<file path="src/rtl/lcd_win_ctrl.sv">
// LCD window controller: loads an IMG_W x IMG_H frame and emits WIN x WIN fit/zoom views.
// Optional horizontal mirror command (cmd 7) is compiled in with LCD_MIRROR_EN.
module lcd_win_ctrl #(
  parameter int IMG_W = 12,
  parameter int IMG_H = 9,
  parameter int DW    = 8,
  parameter int WIN   = 4
) (
  input  logic          clk,
  input  logic          reset,
  input  logic [DW-1:0] datain,
  input  logic [2:0]    cmd,
  input  logic          cmd_valid,
  output logic [DW-1:0] dataout,
  output logic          output_valid,
  output logic          busy
);
  localparam int N  = IMG_W * IMG_H;
  localparam int AW = $clog2(N);

  localparam logic [AW-1:0] W_A    = AW'(IMG_W);
  localparam logic [AW-1:0] HALF   = AW'(WIN / 2);
  localparam logic [AW-1:0] CX_DEF = AW'(IMG_W / 2);
  localparam logic [AW-1:0] CY_DEF = AW'(IMG_H / 2);
  localparam logic [AW-1:0] CX_MAX = AW'(IMG_W - WIN / 2);
  localparam logic [AW-1:0] CY_MAX = AW'(IMG_H - WIN / 2);
  localparam logic [AW-1:0] SX_A   = AW'(IMG_W / WIN);
  localparam logic [AW-1:0] SY_A   = AW'(IMG_H / WIN);
  localparam logic [AW-1:0] SX_H   = AW'((IMG_W / WIN) / 2);
  localparam logic [AW-1:0] SY_H   = AW'((IMG_H / WIN) / 2);
  localparam logic [AW-1:0] LAST   = AW'(WIN - 1);
  localparam logic [AW-1:0] N_LAST = AW'(N - 1);

  localparam logic [1:0] ST_IDLE  = 2'd0;
  localparam logic [1:0] ST_LOAD  = 2'd1;
  localparam logic [1:0] ST_SHIFT = 2'd2;
  localparam logic [1:0] ST_OUT   = 2'd3;

  localparam logic [2:0] CMD_LOAD     = 3'd0;
  localparam logic [2:0] CMD_ZOOM_IN  = 3'd1;
  localparam logic [2:0] CMD_ZOOM_FIT = 3'd2;
  localparam logic [2:0] CMD_RIGHT    = 3'd3;
  localparam logic [2:0] CMD_LEFT     = 3'd4;
  localparam logic [2:0] CMD_UP       = 3'd5;
  localparam logic [2:0] CMD_DOWN     = 3'd6;
  localparam logic [2:0] CMD_MIRROR   = 3'd7;

  logic [1:0]    state;
  logic          zoom;
  logic          mirror;
  logic [2:0]    shift_cmd;
  logic [AW-1:0] cx, cy;
  logic [AW-1:0] load_cnt;
  logic [AW-1:0] out_r, out_c;
  logic [AW-1:0] col_eff, row_addr, col_addr, addr;
  logic [DW-1:0] pix_buf [N];

  // Handshake: a command is taken on a rising edge with cmd_valid=1 while busy=0;
  // busy rises the next cycle and stays high until the operation's last output.
  always_ff @(posedge clk or posedge reset) begin
    if (reset) begin
      state     <= ST_IDLE;
      zoom      <= 1'b0;
      mirror    <= 1'b0;
      shift_cmd <= CMD_LOAD;
      cx        <= CX_DEF;
      cy        <= CY_DEF;
      load_cnt  <= '0;
      out_r     <= '0;
      out_c     <= '0;
    end else begin
      case (state)
        ST_IDLE: begin
          out_r <= '0;
          out_c <= '0;
          if (cmd_valid) begin
            case (cmd)
              CMD_LOAD: begin
                load_cnt <= '0;
                state    <= ST_LOAD;
              end
              CMD_ZOOM_IN: begin
                zoom  <= 1'b1;
                state <= ST_OUT;
              end
              CMD_ZOOM_FIT: begin
                zoom  <= 1'b0;
                cx    <= CX_DEF;
                cy    <= CY_DEF;
                state <= ST_OUT;
              end
              CMD_MIRROR: begin
`ifdef LCD_MIRROR_EN
                mirror <= ~mirror;
                state  <= ST_OUT;
`endif
              end
              default: begin
                shift_cmd <= cmd;
                state     <= ST_SHIFT;
              end
            endcase
          end
        end
        ST_LOAD: begin
          load_cnt <= load_cnt + 1'b1;
          if (load_cnt == N_LAST) begin
            zoom   <= 1'b0;
            mirror <= 1'b0;
            cx     <= CX_DEF;
            cy     <= CY_DEF;
            state  <= ST_OUT;
          end
        end
        ST_SHIFT: begin
          // Center only moves in zoom mode; fit mode just re-emits the fit view.
          if (zoom) begin
            case (shift_cmd)
              CMD_RIGHT: if (cx < CX_MAX) cx <= cx + 1'b1;
              CMD_LEFT:  if (cx > HALF)   cx <= cx - 1'b1;
              CMD_UP:    if (cy > HALF)   cy <= cy - 1'b1;
              CMD_DOWN:  if (cy < CY_MAX) cy <= cy + 1'b1;
              default: ;
            endcase
          end
          state <= ST_OUT;
        end
        default: begin
          if (out_c == LAST) begin
            out_c <= '0;
            if (out_r == LAST) state <= ST_IDLE;
            else               out_r <= out_r + 1'b1;
          end else begin
            out_c <= out_c + 1'b1;
          end
        end
      endcase
    end
  end

  always_ff @(posedge clk) begin
    if (state == ST_LOAD) pix_buf[load_cnt] <= datain;
  end

  always_comb begin
    col_eff  = mirror ? (LAST - out_c) : out_c;
    row_addr = zoom ? (cy - HALF + out_r)   : (SY_H + SY_A * out_r);
    col_addr = zoom ? (cx - HALF + col_eff) : (SX_H + SX_A * col_eff);
    addr     = row_addr * W_A + col_addr;
  end

  assign dataout      = (state == ST_OUT) ? pix_buf[addr] : '0;
  assign output_valid = (state == ST_OUT);
  assign busy         = (state != ST_IDLE);
endmodule

</file>
<file path="config.mk">
export PLATFORM = sky130hd
export DESIGN_NAME = lcd_win_ctrl
export DESIGN_NICKNAME = d
export VERILOG_FILES = /design/src/rtl/lcd_win_ctrl.sv
export SDC_FILE = /design/constraint.sdc
export NUM_CORES = 1
export LEC_CHECK = 0
export ABC_AREA = 1
export CAP_MARGIN = 20
export CORE_MARGIN = 3
export CORE_UTILIZATION = 40
export CTS_CLUSTER_DIAMETER = 200
export DETAILED_ROUTE_END_ITERATION = 12
export PLACE_DENSITY = 0.59
export SLEW_MARGIN = 5
export SYNTH_ARGS = -nofsm -noshare
export SYNTH_HDL_FRONTEND = slang
export SYNTH_SLANG_ARGS = --single-unit
</file>
<file path="constraint.sdc">
create_clock -name clk -period 5.2 [get_ports clk]
set_clock_uncertainty 0.05 [all_clocks]
set_input_delay 1.04 -clock clk [delete_from_list [all_inputs] [get_ports clk]]
set_output_delay 1.04 -clock clk [all_outputs]
set_load 0.05 [all_outputs]
</file>
==> results of run 1 <==
-- stage by stage --
stage	utilization [%]	TNS (ps)	instances	area, µm²	hold slack, ps
2_1_floorplan	-	0	4051	40800	430
3_3_place_gp	43.0	-277	5357	43200	466
3_5_place_dp	43.0	-367	5357	43200	473
4_1_cts	46.9	-3170	5553	47100	482
5_1_grt	47.2	-4670	5567	47500	511
6_report	47.2	-3090	5567	47500	489
-- flip-flops by register name (all words and copies together) (netlist names) --
| register | count |
|---|---|
| pix_buf | 864 |
| state | 2 |
| shift_cmd | 3 |
| cx | 7 |
| out_r | 7 |
| cy | 7 |
| out_c | 7 |
| load_cnt | 7 |
| zoom | 1 |
-- metal layers --
layer / up-vias / track usage, %
met2: 1183 / 32.9
met3: 216 / 4.02
met5: - / 0
li1: 13600 / -
met4: 0 / 7.41
met1: 13900 / 30.1
-- worst max-delay path by stage --
stage | from | endpoint | slack (ps) | cells after the start
6_report | out_r[1]$_DFFE_PP0P_ | dataout[2] | -420 | 21
5_1_grt | cx[1]$_DFFE_PP1P_ | dataout[1] | -600 | 26
4_1_cts | cx[1]$_DFFE_PP1P_ | dataout[3] | -430 | 25
3_5_place_dp | cx[1]$_DFFE_PP1P_ | dataout[4] | -70 | 19
3_3_place_gp | cx[1]$_DFFE_PP1P_ | dataout[4] | -60 | 19
2_1_floorplan | cy[1]$_DFFE_PP0P_ | dataout[4] | 120 | 17
-- cell usage in the layout, fill, tap and decap left out, types with 9 or more instances in the layout --
master     netlist  final
clkbuf_8         0     10
buf_16           0      9
o21ai_0         89     85
clkbuf_16        0    103
clkinv_1         3     17
nor2_2           0     18
buf_12           0     41
clkbuf_1        43     30
o21ai_1         75     77
dfrtp_1         38     38
inv_1          403    389
nand3_1        496    452
nand2_1       1329   1313
ha_1            50     41
buf_4           28    104
a21oi_1         41     39
xor2_1          15     14
o22ai_1         12     12
nor3_1          14     14
nand3_2          0     41
edfxtp_1       864    864
ha_4             0      9
inv_2            6     16
nand2_2          6     13
nor2_1         346    328
buf_6            2     12
-- layout make-up --
class,instances,share of cell area (%)
clock buffers,139,5.74
flip-flops and latches,905,56.8
repair buffers,180,4.74
inverters,412,3.31
multi-input cells,2534,25.0
well taps,1357,3.57
clock inverters,40,0.890
-- worst max-delay path, cell delays in order, from the launching register on --
cell and delay [ps]:
dfrtp_1 340, inv_1 80, ha_4 260, inv_2 40, ha_4 150, fa_2 550, nand2_1 60, o21ai_2 90
fa_2 480, ha_4 230, buf_4 150, xnor2_4 250, inv_4 110, buf_12 160, buf_12 130, nand3_1 100
nand3_1 80, nand3_1 80, nand2_1 60, nor2_2 170, buf_6 130, buf_12 130
-- cell families after synthesis --
kind of cell / Yosys count
mux: 2
flops: 905
fa+ha+maj: 57
compound gates: 236
buf+inv: 613
simple gates: 2215
xor+xnor: 23
-- repair_timing --
action | CTS | global route
resized for setup | 100 | 44
buffers inserted | 8 | 9
gates cloned | 10 | 5
pin swaps | 25 | 14
endpoints found under the setup margin | 8 | 8
==> impl_results.md, run 1 <==
- Status: finished, violations left
- Failing checks: negative setup slack
- Critical Path Fanout Max: 6
- Gpl congestion: 0.859
- Largest net degree at the start of global routing: 83
- Most frequent cell after synthesis: nand2_1
- Clock buffer depth: 3
- Setup violations, final: 8
- Total GRT Usage: 21.3%
- R2R Setup Slk: around 1700 ps
- Port Buffer Count: 23
- Top cells by count, synth: 1329 x nand2_1, 864 x edfxtp_1, 496 x nand3_1
- Vias in the first global route: 27500
- CTS Hold Buffers Added: 0
- Met1 WL: 49700 µm
- Tmin final: around 5600 ps
- Pre-Repair DR Iteration Count: 6
- Met2 wire len: between 50000 and 60000 µm
- Number of flops mapped to enable cells by yosys: 864
- Hold Path Sink: shift_cmd[2]$_DFFE_PP0P_
- Core area: 101000 µm²
- Reg2reg end: pix_buf[29][4]$_DFFE_PP_
- Nets: 4201
- Max-cap violations: 0
- YS warnings: 0
- Die width: roughly 330 µm
- CP Class: flop to output pin
- Highest metal used: met4
- Max Clk Rate: ~180 MHz
- Hold Startpoint: shift_cmd[2]$_DFFE_PP0P_
- Area Growth Syn to Fin: 16.4%
- Pre-CTS WS: -67.3 ps
- Critical path arrival: 4530 ps
- Combinational family with the most area after synthesis: simple AND/OR/NAND/NOR gates
- Vias per cell: 5.19
- Synth Instances: ~4100
- RSZ-0062 raised after global routing: yes
- Library cells used by synthesis: 39
- Rows: 116
- Hold Path Class: flop to flop
- Syn Area/Cell: 10.1 µm²
- Most area-hungry cell type in the Yosys netlist: edfxtp_1
- DR iter-0 viols: 2967
- Worst path required time: 4110 ps
- Xor/xnor share of the synthesized area: 0.494%
- Top post-synthesis cells by area: edfxtp_1 64%, nand2_1 12%, nand3_1 6.1%, inv_1 3.7%, nor2_1 3.2%
- Worst-path clk slew: 60 ps
- Die area: approximately 110000 µm²
- CTS tree: done
- First-pass GRT wire length: 173000 µm
- Relative slew margins: 22.8%
- Antenna Diode Count: 0
- Yosys reg bits: 905
- Share of layout cells above drive strength 1: 10.5%
- Fin. Hold Viols: 0
- Synth async-reset ratio: under 10%
- TritonCTS Buffers: a little under 100
- CP Launch Type: flop
- Antenna viol nets, final: 0
- Post-synth top area share: 63.6%
- Die Y: 325 µm
- DRC violations left: 0
- Cell area after synthesis: 40800 µm²
- Io pins: 24
- Slew Limit Fails: 0
- Vias post-DR: 28900
- Syn Nets: 4122
- Worst r2r src: state[1]$_DFFE_PP0P_
- Top_reg_cell synth: edfxtp_1
- H-tree depth: 3
- Simple-Gate Fraction of Synth Area: 22.2%
- CTS root buffer: clkbuf_16
- WL final: 115000 µm
- Worst setup EP type: output pin
- Skew-Pair Late Insertion Delay: 660 ps
- Register area: 27000 µm²
- WL/cell: around 21 µm
- Setup ws final: -415 ps
- Fill count: 9185
- Compound-cell area share of the yosys netlist: 3.04%
- Seq/Total Area, Yosys: 66.1%
- Initial core utilization: roughly two fifths
- Multiplexer share of the synthesized area: 0.0491%
- Multi-input logic area: about 12000 µm²
- Initial antenna violation count: 0
- DR WL met3: 9690 µm
- Tcrit/Tclk final: 108%
- CTS Sinks: 905
- Global route overflow: 0
- Adder-cell share of the synthesized area: 1.88%
- Worst reg2reg path depth: 5
- Worst hold stages: 2
- Worst-margin pin slew: 1160 ps
- HPWL after DPL: a little under 70000 µm
Power of run 1 is not shown: default switching activity piles up to over one toggle a cycle in this logic, so the estimate is an artifact.
==> inputs of run 2 (changes only) <==
Settings changed: HOLD_SLACK_MARGIN from default to 0.08.
==> results of run 2 <==
No change in the layout: final DEF, timing and power equal those of run 1.
Power of run 2 is left out for the same reason.
